==> config.mk <==
export PLATFORM = sky130hd
export DESIGN_NAME = sync_filter
export DESIGN_NICKNAME = d
export VERILOG_FILES = /design/src/rtl/sync_filter.sv
export SDC_FILE = /design/constraint.sdc
export NUM_CORES = 1
export LEC_CHECK = 0
export ABC_AREA = 1
export BUFFER_PORTS_ARGS = -buffer_cell sky130_fd_sc_hd__buf_2
export CELL_PAD_IN_SITES_DETAIL_PLACEMENT = 1
export CELL_PAD_IN_SITES_GLOBAL_PLACEMENT = 2
export CORE_AREA = 2 2 39 41
export DETAILED_ROUTE_END_ITERATION = 7
export DIE_AREA = 0 0 41 43
export MAX_ROUTING_LAYER = met4
export PLACE_DENSITY = 0.67
export SYNTH_ARGS = -nofsm -noshare
export SYNTH_HDL_FRONTEND = slang
export SYNTH_HIERARCHICAL = 1
export SYNTH_SLANG_ARGS = --single-unit
export TNS_END_PERCENT = 10
==> constraint.sdc <==
create_clock -name clk -period 1.1 [get_ports clk]
set_clock_uncertainty 0.05 [all_clocks]
set_input_delay 0.22 -clock clk [delete_from_list [all_inputs] [get_ports clk]]
set_output_delay 0.22 -clock clk [all_outputs]
set_load 0.01 [all_outputs]
==> src/rtl/sync_filter.sv <==
// Multi-channel input synchronizer with per-channel stable-count glitch filter
// and registered rise/fall pulses on the filtered level.

module sync_filter_lane #(
  parameter int   NSTAGES = 2,
  parameter int   FILTCNT = 4,
  parameter logic RST     = 1'b0
) (
  input  logic clk,
  input  logic reset_l,
  input  logic en,
  input  logic i,
  output logic o,
  output logic rise,
  output logic fall
);

  logic [NSTAGES-1:0] sync_q, sync_d;
  logic               s;
  logic               o_q, o_d;
  logic               rise_q, fall_q;

  always_comb begin
    sync_d    = sync_q;
    sync_d[0] = i;
    for (int k = 1; k < NSTAGES; k++) sync_d[k] = sync_q[k-1];
  end

  // Sync chain shifts every clock regardless of en.
  always_ff @(posedge clk or negedge reset_l) begin
    if (!reset_l) sync_q <= {NSTAGES{RST}};
    else          sync_q <= sync_d;
  end

  assign s = sync_q[NSTAGES-1];

  if (FILTCNT == 0) begin : g_bypass
    logic unused_en;
    assign unused_en = en;
    assign o_d       = s;
  end else begin : g_filt
    localparam int            CW   = $clog2(FILTCNT + 1);
    localparam logic [CW-1:0] LAST = CW'(FILTCNT - 1);

    logic [CW-1:0] cnt_q, cnt_d;

    // A mismatch must survive FILTCNT qualified samples; any agreement restarts it.
    always_comb begin
      cnt_d = cnt_q;
      o_d   = o_q;
      if (en) begin
        if (s == o_q) begin
          cnt_d = '0;
        end else if (cnt_q == LAST) begin
          o_d   = s;
          cnt_d = '0;
        end else begin
          cnt_d = cnt_q + 1'b1;
        end
      end
    end

    always_ff @(posedge clk or negedge reset_l) begin
      if (!reset_l) cnt_q <= '0;
      else          cnt_q <= cnt_d;
    end
  end

  always_ff @(posedge clk or negedge reset_l) begin
    if (!reset_l) begin
      o_q    <= RST;
      rise_q <= 1'b0;
      fall_q <= 1'b0;
    end else begin
      o_q    <= o_d;
      rise_q <= o_d & ~o_q;
      fall_q <= ~o_d & o_q;
    end
  end

  assign o    = o_q;
  assign rise = rise_q;
  assign fall = fall_q;

endmodule

module sync_filter #(
  parameter int               NCHAN     = 1,
  parameter int               NSTAGES   = 2,
  parameter int               FILTCNT   = 4,
  parameter logic [NCHAN-1:0] RESET_VAL = '0
) (
  input  logic             reset_l,
  input  logic             clk,
  input  logic             en,
  input  logic [NCHAN-1:0] i,
  output logic [NCHAN-1:0] o,
  output logic [NCHAN-1:0] rise,
  output logic [NCHAN-1:0] fall
);

  if (NSTAGES < 1) begin : g_bad_nstages
    $error("sync_filter: NSTAGES must be >= 1");
  end

  for (genvar g = 0; g < NCHAN; g++) begin : g_lane
    sync_filter_lane #(
      .NSTAGES (NSTAGES),
      .FILTCNT (FILTCNT),
      .RST     (RESET_VAL[g])
    ) u_lane (
      .clk     (clk),
      .reset_l (reset_l),
      .en      (en),
      .i       (i[g]),
      .o       (o[g]),
      .rise    (rise[g]),
      .fall    (fall[g])
    );
  end

endmodule

Word level (Yosys, flattened, before mapping)
Index checks and enable logic that the tools add are counted.
{ "word_totals": {"ff_bits": 8, "word_cells": 17, "input_bits": 4, "out_inout_bits": 3} }
{ "op_classes": {"n_addsub": 1, "n_bitwise": 4, "muxes": 5, "eq_ne": 2} }
{ "ops": {"columns": ["op", "n"], "rows": [
  ["2-to-1 mux 3 bit", 2],
  ["adder 3 x 1 -> 3 bit, second input constant", 1],
  ["equality test 3 x 2 -> 1 bit, second input constant", 1],
  ["2-to-1 mux 1 bit", 3],
  ["bitwise AND 1 bit", 2],
  ["inverter 1 bit", 2],
  ["equality test 1 bit", 1]
]} }

Logic depth before layout (Yosys ltp)
Gate-level depths: netlist of run 1.
{ "logic_depth": {"depth_word": 6, "ltp_mapped": 5} }

Least setup slack after synthesis of run 1
No wires, ideal clock.
{ "synth_path": {"path_type": "register to register", "from": "reg g_lane[0].u_lane.g_filt.cnt_q[0]", "to": "reg g_lane[0].u_lane.o_q", "arrival_ps": 832, "path_slack_ps": 141, "n_path_buf": 0, "path_stages_with_launch": 5, "synth_period_minus_slack_ps": 959, "required_ps": 973, "cell_sequence": "dfrtp_1 > ha_1 > nand3_1 > nand2_1 > o21ai_1"} }
{ "synth_via": {"elab_chain_len": 4} }
{ "synth_lines": {"columns": ["item", "line_no", "rtl"], "rows": [
  ["start, declared", "45", "logic [CW-1:0] cnt_q, cnt_d;"],
  ["start signal, assigned", "65", "else cnt_q <= cnt_d;"],
  ["equality test 3 x 2 -> 1 bit", "54", "end else if (cnt_q == LAST) begin"],
  ["2-to-1 mux 1 bit", "54", null],
  ["2-to-1 mux 1 bit", "52", "if (s == o_q) begin"],
  ["2-to-1 mux 1 bit", "51", "if (en) begin"],
  ["via g_lane[0].u_lane.o_d", "20", "logic o_q, o_d;"],
  ["end signal, assigned", "71", "o_q <= RST;"],
  ["end signal, assigned", "75", "o_q <= o_d;"],
  ["end, declared", "20", null]
]} }
The timed path passes the listed nets, and every way through them passes these cells.
A chain may end at the register's enable or synchronous reset.

Worst setup path after layout of run 1
{ "layout_path": {"from": "reg g_lane[0].u_lane.o_q", "to": "out o"} }
{ "layout_rtl": {"columns": ["item", "line_no", "rtl"], "rows": [
  ["end, declared", "97", "output logic [NCHAN-1:0] o,"]
]} }
No word-level cell between the ends.

==> results of run 1 <==
[registers in the layout, summed over array words and instances, names as in the netlist]
signal / cells
g_lane.u_lane/sync_q: 2
g_lane.u_lane/g_filt.cnt_q: 3
g_lane.u_lane/fall: 1
g_lane.u_lane/o: 1
g_lane.u_lane/rise: 1
[cell families (layout without fill, tap and decap cells)]
kind of cell,count (synthesis),count (layout),share of synthesized area
compound gates,1,1,0.0162
fa+ha+maj,1,1,0.0405
buf+inv,4,14,0.0486
flops,8,8,0.648
simple gates,19,19,0.247
[synth_stat cells (all sizes together)]
library cell and number:
nand2 11, dfrtp 8, inv 4, nand3 4, nor2 4, ha 1, o21ai 1
[final timing paths]
| kind | startpoint | to | slack, ns | depth (start not counted) |
|---|---|---|---|---|
| setup / recovery | g_lane[0].u_lane/o | o | 0.02 | 1 |
| hold / removal | i | g_lane[0].u_lane/sync_q[0] | 0.02 | 1 |
| setup reg to reg | g_lane[0].u_lane/g_filt.cnt_q[0] | g_lane[0].u_lane/g_filt.cnt_q[2] | 0.10 | 4 |
| hold reg to reg | g_lane[0].u_lane/sync_q[0] | g_lane[0].u_lane/sync_q[1] | 0.30 | 0 |
| max in group asynchronous | reset_l | g_lane[0].u_lane/sync_q[1] | 0.55 | 2 |
| min in group asynchronous | reset_l | g_lane[0].u_lane/g_filt.cnt_q[2] | 0.28 | 2 |
[through the flow]
step | setup TNS, ns | area [um^2]
2_1_floorplan | 0 | 309
3_3_place_gp | 0 | 359
3_5_place_dp | 0 | 359
4_1_cts | 0 | 392
5_1_grt | -0.00944 | 397
6_report | 0 | 397
[final cells by class]
type / instances / area share
repair buffers: 7 / 0.101
inverters: 4 / 0.0379
flip-flops and latches: 8 / 0.505
well taps: 16 / 0.0505
clock buffers: 3 / 0.0568
multi-input cells: 21 / 0.249
[layer usage]
layer  vias to the layer above  routed length [um]
met5                         -                   0
met4                         0                   0
met3                         0                  29
met2                         5                 281
met1                       118                 255
li1                        121                   -
[report_power, final]
group          internal [W]  switching, W
clock              0.000125      0.000106
combinational     0.0000746      0.000105
sequential         0.000352     0.0000393
[what timing repair did]
| action | 4_1_cts | 5_1_grt |
|---|---|---|
| hold endpoints to repair | 8 | 0 |
| setup endpoints to repair | 0 | 2 |
| gates resized for setup | 0 | 1 |
| hold buffers | 1 | 0 |
| buffers inserted | 0 | 0 |
==> impl_metrics.csv, run 1 <==
group,metric,value,unit
setup_path,cp_max_fo,4,
floorplan,initial_core_util,0.223,
floorplan,top_level_ports,7,
timing,fmax,929,MHz
final_layout,multiInputGateArea,98.8,um^2
final_layout,final_common_cell,"nand2_1",
cts,htree_levels,1,
floorplan,die_x,41,um
synthesis,synth_cells,33,
run_status,status,"finished, final reports clean",
final_layout,n_fill_cell,170,
setup_path,crit_required,0.83,ns
routing,drcViolationCount,0,
synthesis,synth_top_area_share,0.648,
place,place_inst,55,
setup_path,max_stage_delay,0.40,ns
power,p_total,0.000802,W
place,dp_hpwl,434,um
timing,timing.final.crit_share,0.978,
global_routing,grt_use_total,0.0894,
routing,wire_per_inst,9.59,um
global_routing,use_met2,0.103,
setup_path,endpoint_kind,"output pin",
timing,tightest_slew,0.187,ns
routing,drt_pass1_iterations,2,
routing,postRouteAntennaNets,0,
power,leakage,0.220,nW
global_routing,grt_pass1_vias,223,
cts,cts_sinks,8,
setup_path,cp_top_family,"flip-flops",
global_routing,met1_usage,0.116,
cts,clk_latency,0.25,ns
job,maxCapViolCount,0,
routing,finalWirelength,566,um
final_layout,drive_above_1_share,0.233,
cts,clk_pin_slew,0.06,ns
setup_path,path_buf_inv,1,
global_routing,grt_max_degree,9,
synthesis,ys_seq_area_frac,0.648,
place,pre_cts_ws,0.0818,ns
global_routing,grt_use_met3,0.0314,
timing,hold_violations,0,
power,power_density,2020,nW/um^2
timing,period_needed,1.08,ns
synthesis,synthDistinctLibCells,7,
global_routing,antenna_found_initial,0,
timing,slew_headroom,0.875,
power,worst_ir_drop_vdd,0.446,mV
routing,via_per_inst,4.14,
floorplan,core_area,1380,um^2
floorplan,num_rows,14,
global_routing,grt_overflow_total,0,
global_routing,grt_first_pass_wirelength,966,um
setup_path,arrival,0.81,ns
final_layout,fin_nets,50,
synthesis,syn_area_per_cell,9.37,um^2
routing,vias,244,
final_layout,final_core_util,0.287,
final_layout,num_antenna_cells,0,
cts,root_buffer,"clkbuf_4",
setup_path,crit_path_top_delay_cell,"dfrtp_1",
place,place.gp.congestion,0.737,
cts,cts_tree,"built",
setup_path,crit_type,"flip-flop to output pin",
cts,numCtsBuffers,3,
synthesis,synth_seq_cells,8,
timing,report.final.setup_viol,0,
synthesis,yosysWarnings,6,
synthesis,synth_top_area_cell,"dfrtp_1",
routing,drt_iter0_drc,1,
floorplan,die_h,43,um
timing,drv_slew,0,
global_routing,grt_busiest_layer,"met1",
final_layout,regArea,200,um^2
place,io_buffers,6,
timing,rsz0062_at_grt,"yes",
timing,layout_setup_ws,0.0237,ns
final_layout,fin_cells,59,
synthesis,synth_area,309,um^2
floorplan,dieArea,1760,um^2
final_layout,final_cell_mix,"11 x nand2_1, 8 x dfrtp_1, 6 x buf_2, 4 x inv_1, 4 x nor2_1",
final_layout,area_growth_syn_to_layout,28.3,%
timing,holdWs,0.0205,ns
setup_path,start_kind,"flip-flop",
synthesis,synth_area_leaders,"dfrtp_1 65%, nand2_1 13%, nand3_1 6.5%",
cts,clk_path_buf_depth,2,
worst_hold_path,hp-class,"input pin to flip-flop",
synthesis,syn_nets,38,
setup_path,crit_chain,"buf_2",
Note: power is estimated with default switching activity, not from simulation.
==> run 2, diff against run 1 <==
--- a/config.mk
+++ b/config.mk
@@ -12,6 +12,7 @@
 export CORE_AREA = 2 2 39 41
 export DETAILED_ROUTE_END_ITERATION = 7
 export DIE_AREA = 0 0 41 43
+export GPL_TIMING_DRIVEN = 0
 export MAX_ROUTING_LAYER = met4
 export PLACE_DENSITY = 0.67
 export SYNTH_ARGS = -nofsm -noshare
==> impl_metrics.csv, run 2 (synthesis gave the netlist of run 1 again) <==
group,metric,value,unit
routing,postRouteAntennaNets,0,
setup_path,crit_chain,"buf_2",
final_layout,fin_area,397,um^2
floorplan,top_level_ports,7,
routing,wire_per_inst,9.47,um
setup_path,endpoint_kind,"output pin",
global_routing,grt_overflow_total,0,
global_routing,met1_usage,0.0864,
setup_path,cp_top_family,"flip-flops",
setup_path,crit_path_top_delay_cell,"dfrtp_1",
final_layout,fin_nets,50,
floorplan,num_rows,14,
floorplan,die_h,43,um
final_layout,regMostFlops,"g_lane.u_lane/g_filt.cnt_q",
timing,rsz0062_at_grt,"yes",
final_layout,largest_reg_flops,3,
global_routing,grt_first_pass_wirelength,903,um
global_routing,antenna_found_initial,0,
cts,clk_pin_slew,0.06,ns
final_layout,num_antenna_cells,0,
final_layout,area_growth_syn_to_layout,28.3,%
worst_hold_path,hp-class,"input pin to flip-flop",
timing,slew_headroom,0.881,
global_routing,grt_max_degree,9,
global_routing,grt_use_met3,0.0471,
routing,finalWirelength,559,um
setup_path,start_kind,"flip-flop",
final_layout,final_common_cell,"nand2_1",
final_layout,fin_cells,59,
job,maxCapViolCount,0,
setup_path,cp_max_fo,4,
routing,drt_pass1_iterations,2,
cts,root_buffer,"clkbuf_4",
run_status,status,"finished, final reports clean",
final_layout,drive_above_1_share,0.233,
cts,clk_latency,0.25,ns
timing,timing.final.crit_share,0.967,
cts,htree_levels,1,
timing,drv_slew,0,
cts,cts_tree,"built",
final_layout,final_cell_mix,"11 x nand2_1, 8 x dfrtp_1, 6 x buf_2, 4 x inv_1, 4 x nor2_1",
cts,cts_setup_buffers,0,
power,p_total,0.000794,W
floorplan,dieArea,1760,um^2
timing,report.final.setup_viol,0,
global_routing,use_met2,0.116,
floorplan,initial_core_util,0.223,
power,worst_ir_drop_vdd,0.568,mV
power,power_density,2000,nW/um^2
global_routing,grt_busiest_layer,"met2",
cts,cts_sinks,8,
setup_path,crit_type,"flip-flop to output pin",
setup_path,crit_required,0.83,ns
global_routing,grt_use_total,0.0842,
place,dpl_cell_area,359,um^2
timing,fmax,940,MHz
power,leakage,0.220,nW
floorplan,core_area,1380,um^2
worst_hold_path,hold_path_depth,1,
routing,via_per_inst,4.07,
global_routing,grt_pass1_vias,229,
place,io_buffers,6,
setup_path,arrival,0.79,ns
timing,holdWs,0.0265,ns
cts,clk_path_buf_depth,2,
routing,drt_iter0_drc,6,
final_layout,top_regs,"g_lane.u_lane/g_filt.cnt_q x3, g_lane.u_lane/sync_q x2",
timing,period_needed,1.06,ns
timing,hold_violations,0,
floorplan,die_x,41,um
setup_path,path_buf_inv,1,
cts,numCtsBuffers,3,
timing,tightest_slew,0.178,ns
routing,drcViolationCount,0,
place,place.gp.congestion,0.720,
place,place_inst,55,
setup_path,r2r.worst_path.cells,3,
setup_path,worst-path-stages,1,
setup_path,max_stage_delay,0.40,ns
routing,vias,240,
[run 2: final cells by class]
| type | instances | area [um^2] |
|---|---|---|
| inverters | 4 | 15.0 |
| flip-flops and latches | 8 | 200 |
| clock buffers | 3 | 22.5 |
| repair buffers | 7 | 40.0 |
| fillers | 174 | 987 |
| well taps | 16 | 20.0 |
| multi-input cells | 21 | 98.8 |
[run 2: path summary, 6_finish.rpt]
check | slack [ns] | endpoint | start
max in group asynchronous | 0.54 | g_lane[0].u_lane/g_filt.cnt_q[0] | reset_l
max | 0.04 | o | g_lane[0].u_lane/o
min | 0.03 | g_lane[0].u_lane/sync_q[0] | i
min in group asynchronous | 0.29 | g_lane[0].u_lane/fall | reset_l
min reg2reg | 0.30 | g_lane[0].u_lane/sync_q[1] | g_lane[0].u_lane/sync_q[0]
max reg2reg | 0.10 | g_lane[0].u_lane/g_filt.cnt_q[1] | g_lane[0].u_lane/g_filt.cnt_q[0]
[run 2: per-layer routing]
layer,vias to the layer above,share of wire
li1,124,-
met1,111,0.44
met2,5,0.50
met3,0,0.054
met4,0,0
met5,-,0
[run 2: where the power goes]
part,leakage [nW],internal (W),switching [W]
Combinational,0.102,0.0000748,0.000106
Clock,0.0138,0.000125,0.0000971
Sequential,0.104,0.000352,0.0000398
Total,0.220,0.000551,0.000243
[run 2: per-stage QoR]
step	worst slack [ns]	util	TNS, ns
floorplan	0.141	-	0
global placement	0.0863	0.259	0
detailed placement	0.0455	0.259	0
CTS	0.0164	0.283	0
global route	-0.00266	0.287	-0.00266
finish	0.0366	0.287	0
[run 2: what timing repair did]
action                                  in CTS  in global routing
endpoints found under the setup margin       0                  2
hold buffers                                 1                  0
endpoints found under the hold margin        8                  0
gates resized for setup                      0                  1
